--- src/rtl/a2d_intf.sv ---
// ============================================================================
// Module      : a2d_intf
// Description : Two-transaction SPI front end for an ADC128S-style converter.
// Revision    : 1.0 - initial release
// ============================================================================
`default_nettype none

module a2d_intf (
  input  logic        clk,
  input  logic        rst_n,
  input  logic        strt_cnv,
  input  logic [2:0]  chnnl,
  output logic        cnv_cmplt,
  output logic [11:0] res,
  output logic        SS_n,
  output logic        SCLK,
  output logic        MOSI,
  input  logic        MISO
);

  typedef enum logic [1:0] {
    IDLE = 2'd0,
    TX1  = 2'd1,
    GAP  = 2'd2,
    TX2  = 2'd3
  } state_t;

  localparam logic [4:0] C_DIV_LOAD   = 5'd23;
  localparam logic [4:0] C_DIV_SAMPLE = 5'd17;
  localparam logic [4:0] C_DIV_LAST   = 5'd31;

  state_t      r_state;
  state_t      w_nxt_state;
  logic        w_start;
  logic        w_accept;
  logic        w_finish;
  logic        w_sample;
  logic        w_xfer_end;
  logic [2:0]  w_cmd_chnnl;
  logic [15:0] w_cmd;

  logic        r_ss_n;
  logic [4:0]  r_div;
  logic [3:0]  r_bit_cnt;
  logic        r_last;
  logic [15:0] r_tx;
  logic [15:0] r_rx;
  logic        r_gap_cnt;
  logic        r_done;
  logic [2:0]  r_chnnl;
  logic        r_cmplt;
  logic [11:0] r_res;
  logic        w_unused_rx_hi;

  assign w_sample    = !r_ss_n && (r_div == C_DIV_SAMPLE);
  // End of transaction: all 16 bits sampled and SCLK back at the top of its high phase
  assign w_xfer_end  = !r_ss_n && r_last && (r_div == C_DIV_LAST);
  assign w_cmd_chnnl = (r_state == IDLE) ? chnnl : r_chnnl;
  assign w_cmd       = {2'b00, w_cmd_chnnl, 11'h000};

  always_ff @(posedge clk or negedge rst_n) begin
    if (!rst_n) r_state <= IDLE;
    else        r_state <= w_nxt_state;
  end

  always_comb begin
    w_nxt_state = r_state;
    w_start     = 1'b0;
    w_accept    = 1'b0;
    w_finish    = 1'b0;
    case (r_state)
      IDLE: begin
        if (strt_cnv) begin
          w_nxt_state = TX1;
          w_start     = 1'b1;
          w_accept    = 1'b1;
        end
      end
      TX1: begin
        if (w_xfer_end) w_nxt_state = GAP;
      end
      GAP: begin
        if (r_gap_cnt) begin
          w_nxt_state = TX2;
          w_start     = 1'b1;
        end
      end
      TX2: begin
        if (r_done) begin
          w_nxt_state = IDLE;
          w_finish    = 1'b1;
        end
      end
      default: w_nxt_state = IDLE;
    endcase
  end

  always_ff @(posedge clk or negedge rst_n) begin
    if (!rst_n) begin
      r_ss_n    <= 1'b1;
      r_div     <= 5'd0;
      r_bit_cnt <= 4'd0;
      r_last    <= 1'b0;
      r_tx      <= 16'h0000;
      r_rx      <= 16'h0000;
      r_gap_cnt <= 1'b0;
      r_done    <= 1'b0;
      r_chnnl   <= 3'd0;
    end else begin
      r_done    <= 1'b0;
      r_gap_cnt <= (r_state == GAP);
      if (w_accept) r_chnnl <= chnnl;
      if (w_start) begin
        r_ss_n    <= 1'b0;
        r_div     <= C_DIV_LOAD;
        r_bit_cnt <= 4'd0;
        r_last    <= 1'b0;
        r_tx      <= w_cmd;
      end else if (!r_ss_n) begin
        // Divider freezes at 31 on the final edge so SCLK stays high
        if (w_xfer_end) begin
          r_ss_n <= 1'b1;
          r_done <= (r_state == TX2);
        end else begin
          r_div <= r_div + 5'd1;
        end
        if (w_sample) begin
          r_rx      <= {r_rx[14:0], MISO};
          r_tx      <= {r_tx[14:0], 1'b0};
          r_bit_cnt <= r_bit_cnt + 4'd1;
          if (r_bit_cnt == 4'd15) r_last <= 1'b1;
        end
      end
    end
  end

  always_ff @(posedge clk or negedge rst_n) begin
    if (!rst_n) begin
      r_cmplt <= 1'b0;
      r_res   <= 12'h000;
    end else if (w_accept) begin
      r_cmplt <= 1'b0;
    end else if (w_finish) begin
      r_cmplt <= 1'b1;
      r_res   <= r_rx[11:0];
    end
  end

  assign w_unused_rx_hi = ^r_rx[15:12];

  assign cnv_cmplt = r_cmplt;
  assign res       = r_res;
  assign SS_n      = r_ss_n;
  assign SCLK      = r_ss_n | r_div[4];
  assign MOSI      = r_tx[15];

endmodule

`default_nettype wire

--- config.mk ---
export PLATFORM = sky130hd
export DESIGN_NAME = a2d_intf
export DESIGN_NICKNAME = d
export VERILOG_FILES = /design/src/rtl/a2d_intf.sv
export SDC_FILE = /design/constraint.sdc
export NUM_CORES = 1
export LEC_CHECK = 0
export CORE_MARGIN = 2
export CORE_UTILIZATION = 55
export DETAILED_ROUTE_END_ITERATION = 8
export GPL_TIMING_DRIVEN = 1
export PLACE_DENSITY_LB_ADDON = 0.15
export SYNTH_ARGS = -nofsm -noshare
export SYNTH_HDL_FRONTEND = slang
export SYNTH_SLANG_ARGS = --single-unit
--- constraint.sdc ---
create_clock -name clk -period 4.04 [get_ports clk]
set_input_delay 0.808 -clock clk [delete_from_list [all_inputs] [get_ports clk]]
set_output_delay 0.808 -clock clk [all_outputs]
set_load 0.02 [all_outputs]
==> summary.md <==
| Metric | Value |
|---|---|
| Area grow syn2layout | 16.6% |
| Initial DRC Count | approximately 80 |
| Yosys warns | 0 |
| CP Launch Type | register |
| CTS buffer count | 5 |
| Post-DRT Antenna Nets | 0 |
| Multi-input combinational cell area | between 800 and 900 µm² |
| Nets | about 210 |
| Sw power | 0.000160 W |
| Status | complete, but fails checks |
| Register area share after synthesis | ~56% |
| Final hold slack | approximately 510 ps |
| Sequential share of power | between 50% and 60% |
| Final Cycle Share | between 50% and 60% |
| Cell taking the most area after synthesis | dfrtp_1 |
| Worst-case clock buffer depth | 2 |
| RSZ-0062 raised after global routing | false |
| Syn Inst Count | between 150 and 200 |
| Worst skew pair latency | roughly 300 ps |
| CTS root buffer | clkbuf_8 |
| Worst-case reg-to-reg path depth | 6 |
| Setup TNS | 0 ps |
| Asr flop ratio synth | 100% |
| EDFF count, synth | 0 |
| VDD IR max | ~0.00023 V |
| H-tree Lvls | 2 |
| Drt drc | 1 |
| Worst endpoint required time | about 3200 ps |
| Vias/cell | ~5.8 |
| Worst Path Max Fanout | 7 |
| Internal Dissipation | about 0.00067 W |
| CTS tree | yes |
| Setup WS pre-CTS | 1490 ps |
| Routed WL | ~3.6 mm |
| Gpl congestion | roughly 0.73 |
| Post-route insts no fill | between 200 and 250 |
| Hold-fix buffers, CTS | 0 |
| Vias in the first global route | ~1300 |
| Placeable Area | 3720 µm² |
| Area contributors post-synth | dfrtp_1 55%, mux2_2 15%, ha_1 5.2% |
| Die Wd | 66.5 µm |
| Largest net degree at the start of global routing | around 50 |
| Post-DP HPWL | between 2 and 3 mm |
| GRT Overall Usage | 18.4% |
| Ports | 23 |
| Failing checks | DRC |
| Filler cells | around 280 |
| Cells after DPL | ~230 |
| Library cells used by synthesis | 35 |
| WL/cell | about 15 µm |
| P_leak | approximately 1.1 nW |
| Layout cells sized above 1 | about a quarter |
| Full die area | 4430 µm² |
| Length of the first detailed-routing pass in iterations | 6 |
| Clock skew | ~5.8 ps |
| Final Hold Vio Count | 0 |
| Antenna cells | 0 |
| Proportion of netlist area held by the largest area contributor | 54.7% |
| Fin. max-slew vios | 0 |
| First-pass GRT wire length | 6.13 mm |
| FMAX | between 400 and 500 MHz |
| Most frequent cell after synthesis | dfrtp_1 |
| Clock Sinks | 48 |
| Least-Margin Pin Slew | roughly 1000 ps |
| Hold Crit Class | register to register |
| Clock Power Share | 40.2% |
| Commonest cells post-synth | 47 x dfrtp_1, 28 x mux2_2, 12 x a21oi_1, 9 x ha_1, 9 x o21ai_0 |
| Post-CTS Resized | 0 |
| Primary FF master, synth | dfrtp_1 |
| Gr ovfl total | 0 |
| Initial Util | between 50 and 60% |
| Sequential Area | ~1200 µm² |
| Worst slew margin | about a third |
| Comb power frac | ~1.8% |
| # Post-CTS Setup Buffers | 0 |
| Final min period | ~2400 ps |
| Synthesized area per cell | roughly 13 µm² |
| FP Rows | 22 |
| Vias | 1393 |
| Crit path kind | register to primary output |
| Syn Std Cell Area | about 2200 µm² |
| Switching Share | approximately a fifth |
| Cell Pwr Density | around 330 nW/µm² |
| Final setup viols | 0 |
| Hold Crit Depth | 1 |
| Max_cap viols | 0 |
| Clock slew seen by the registers of the worst setup and hold paths | roughly 80 ps |
| Crit path DAT | 1610 ps |
| Total power | about 0.00083 W |
| CP Capture Type | primary output |
| Die height | between 60 and 70 µm |
| Synth Register Bits | between 40 and 50 |
| Initial antenna violation count | 0 |
| Final Worst Setup Slack | between 1500 and 2000 ps |
| Number of I/O port buffers | 22 |
| Mapped Nets | between 150 and 200 |
==> path summary, 6_finish.rpt <==
| kind | start | endpoint | slack (ps) |
|---|---|---|---|
| max | SS_n | SCLK | 1620 |
| min | res[9] | res[9] | 510 |
| max reg2reg | r_div[0] | r_state[1] | 1910 |
| min reg2reg | res[9] | res[9] | 510 |
| max in group asynchronous | rst_n | r_gap_cnt | 2720 |
| min in group asynchronous | rst_n | r_rx[5] | 680 |
==> sequential cells by signal (all words and copies together), names as in the netlist <==
| name | flops |
|---|---|
| r_chnnl | 3 |
| r_bit_cnt | 4 |
| r_state | 2 |
| r_rx | 12 |
| r_div | 5 |
| SS_n | 1 |
| cnv_cmplt | 1 |
| r_gap_cnt | 1 |
| r_tx | 5 |
| r_last | 1 |
| res | 12 |
| r_done | 1 |
==> kinds of logic after synthesis <==
group / Yosys count / synth area share, %
flip-flops: 48 / 55.9
buffers and inverters: 10 / 2.44
AND/OR/NAND/NOR: 36 / 10.5
XOR/XNOR: 1 / 0.407
multiplexers: 31 / 16.1
adder cells (fa/ha/maj): 9 / 5.24
AO/OA/AOI/OAI: 33 / 9.42
==> routing by layer <==
| layer | vias up | global-route usage (%) | routed length [µm] |
|---|---|---|---|
| li1 | 659 | - | - |
| met1 | 690 | 23.7 | 1590 |
| met2 | 35 | 29.6 | 1750 |
| met3 | 9 | 5.24 | 147 |
| met4 | 0 | 6.63 | 63 |
| met5 | - | 0 | 0 |
==> placed cells by master, fill, tap and decap left out, types with 2 or more instances in the layout <==
master | synthesis | layout
inv_1 | 5 | 5
and3_1 | 3 | 3
nand3_1 | 8 | 8
o31ai_1 | 2 | 2
dfrtp_1 | 47 | 47
a31oi_1 | 3 | 3
mux2_2 | 28 | 28
ha_1 | 9 | 9
or2_2 | 2 | 2
mux2i_1 | 3 | 3
a21oi_1 | 12 | 12
clkdlybuf4s50_1 | 0 | 21
or4_1 | 2 | 2
nand2_1 | 6 | 6
a2111oi_0 | 2 | 2
nor2_1 | 2 | 2
o21ai_0 | 9 | 9
clkbuf_8 | 0 | 5
nor2b_1 | 5 | 5
o211ai_1 | 2 | 2
==> critical path, stage by stage, from the launching register on <==
cell and delay, ps:
dfstp_2 610, or2_2 130, clkdlybuf4s50_1 580
==> per-stage QoR <==
step | util (%) | cell area (µm²)
after detailed placement | 64.6 | 2400
after CTS | 67.5 | 2510
after global routing | 67.5 | 2510
after global placement | 64.6 | 2400
after floorplan | - | 2150
final | 67.5 | 2510
==> power groups by stage <==
| stage | Sequential [W] | Clock, W | Combinational, W |
|---|---|---|---|
| after floorplan | 0.000490 | 0 | 0.0000000698 |
| after global placement | 0.000490 | 0 | 0.0000153 |
| after detailed placement | 0.000490 | 0 | 0.0000156 |
| after CTS | 0.000480 | 0.000343 | 0.0000157 |
| after global routing | 0.000480 | 0.000366 | 0.0000175 |
| final | 0.000480 | 0.000333 | 0.0000149 |
==> area by class of cell <==
class                   count  area share (%)
flip-flops and latches     48            48.0
multi-input cells         110            35.7
repair buffers             23            8.88
clock buffers               6            2.89
well taps                  48            2.40
clock inverters             2            1.40
inverters                   5           0.749
(Power assumes the default switching activity.)
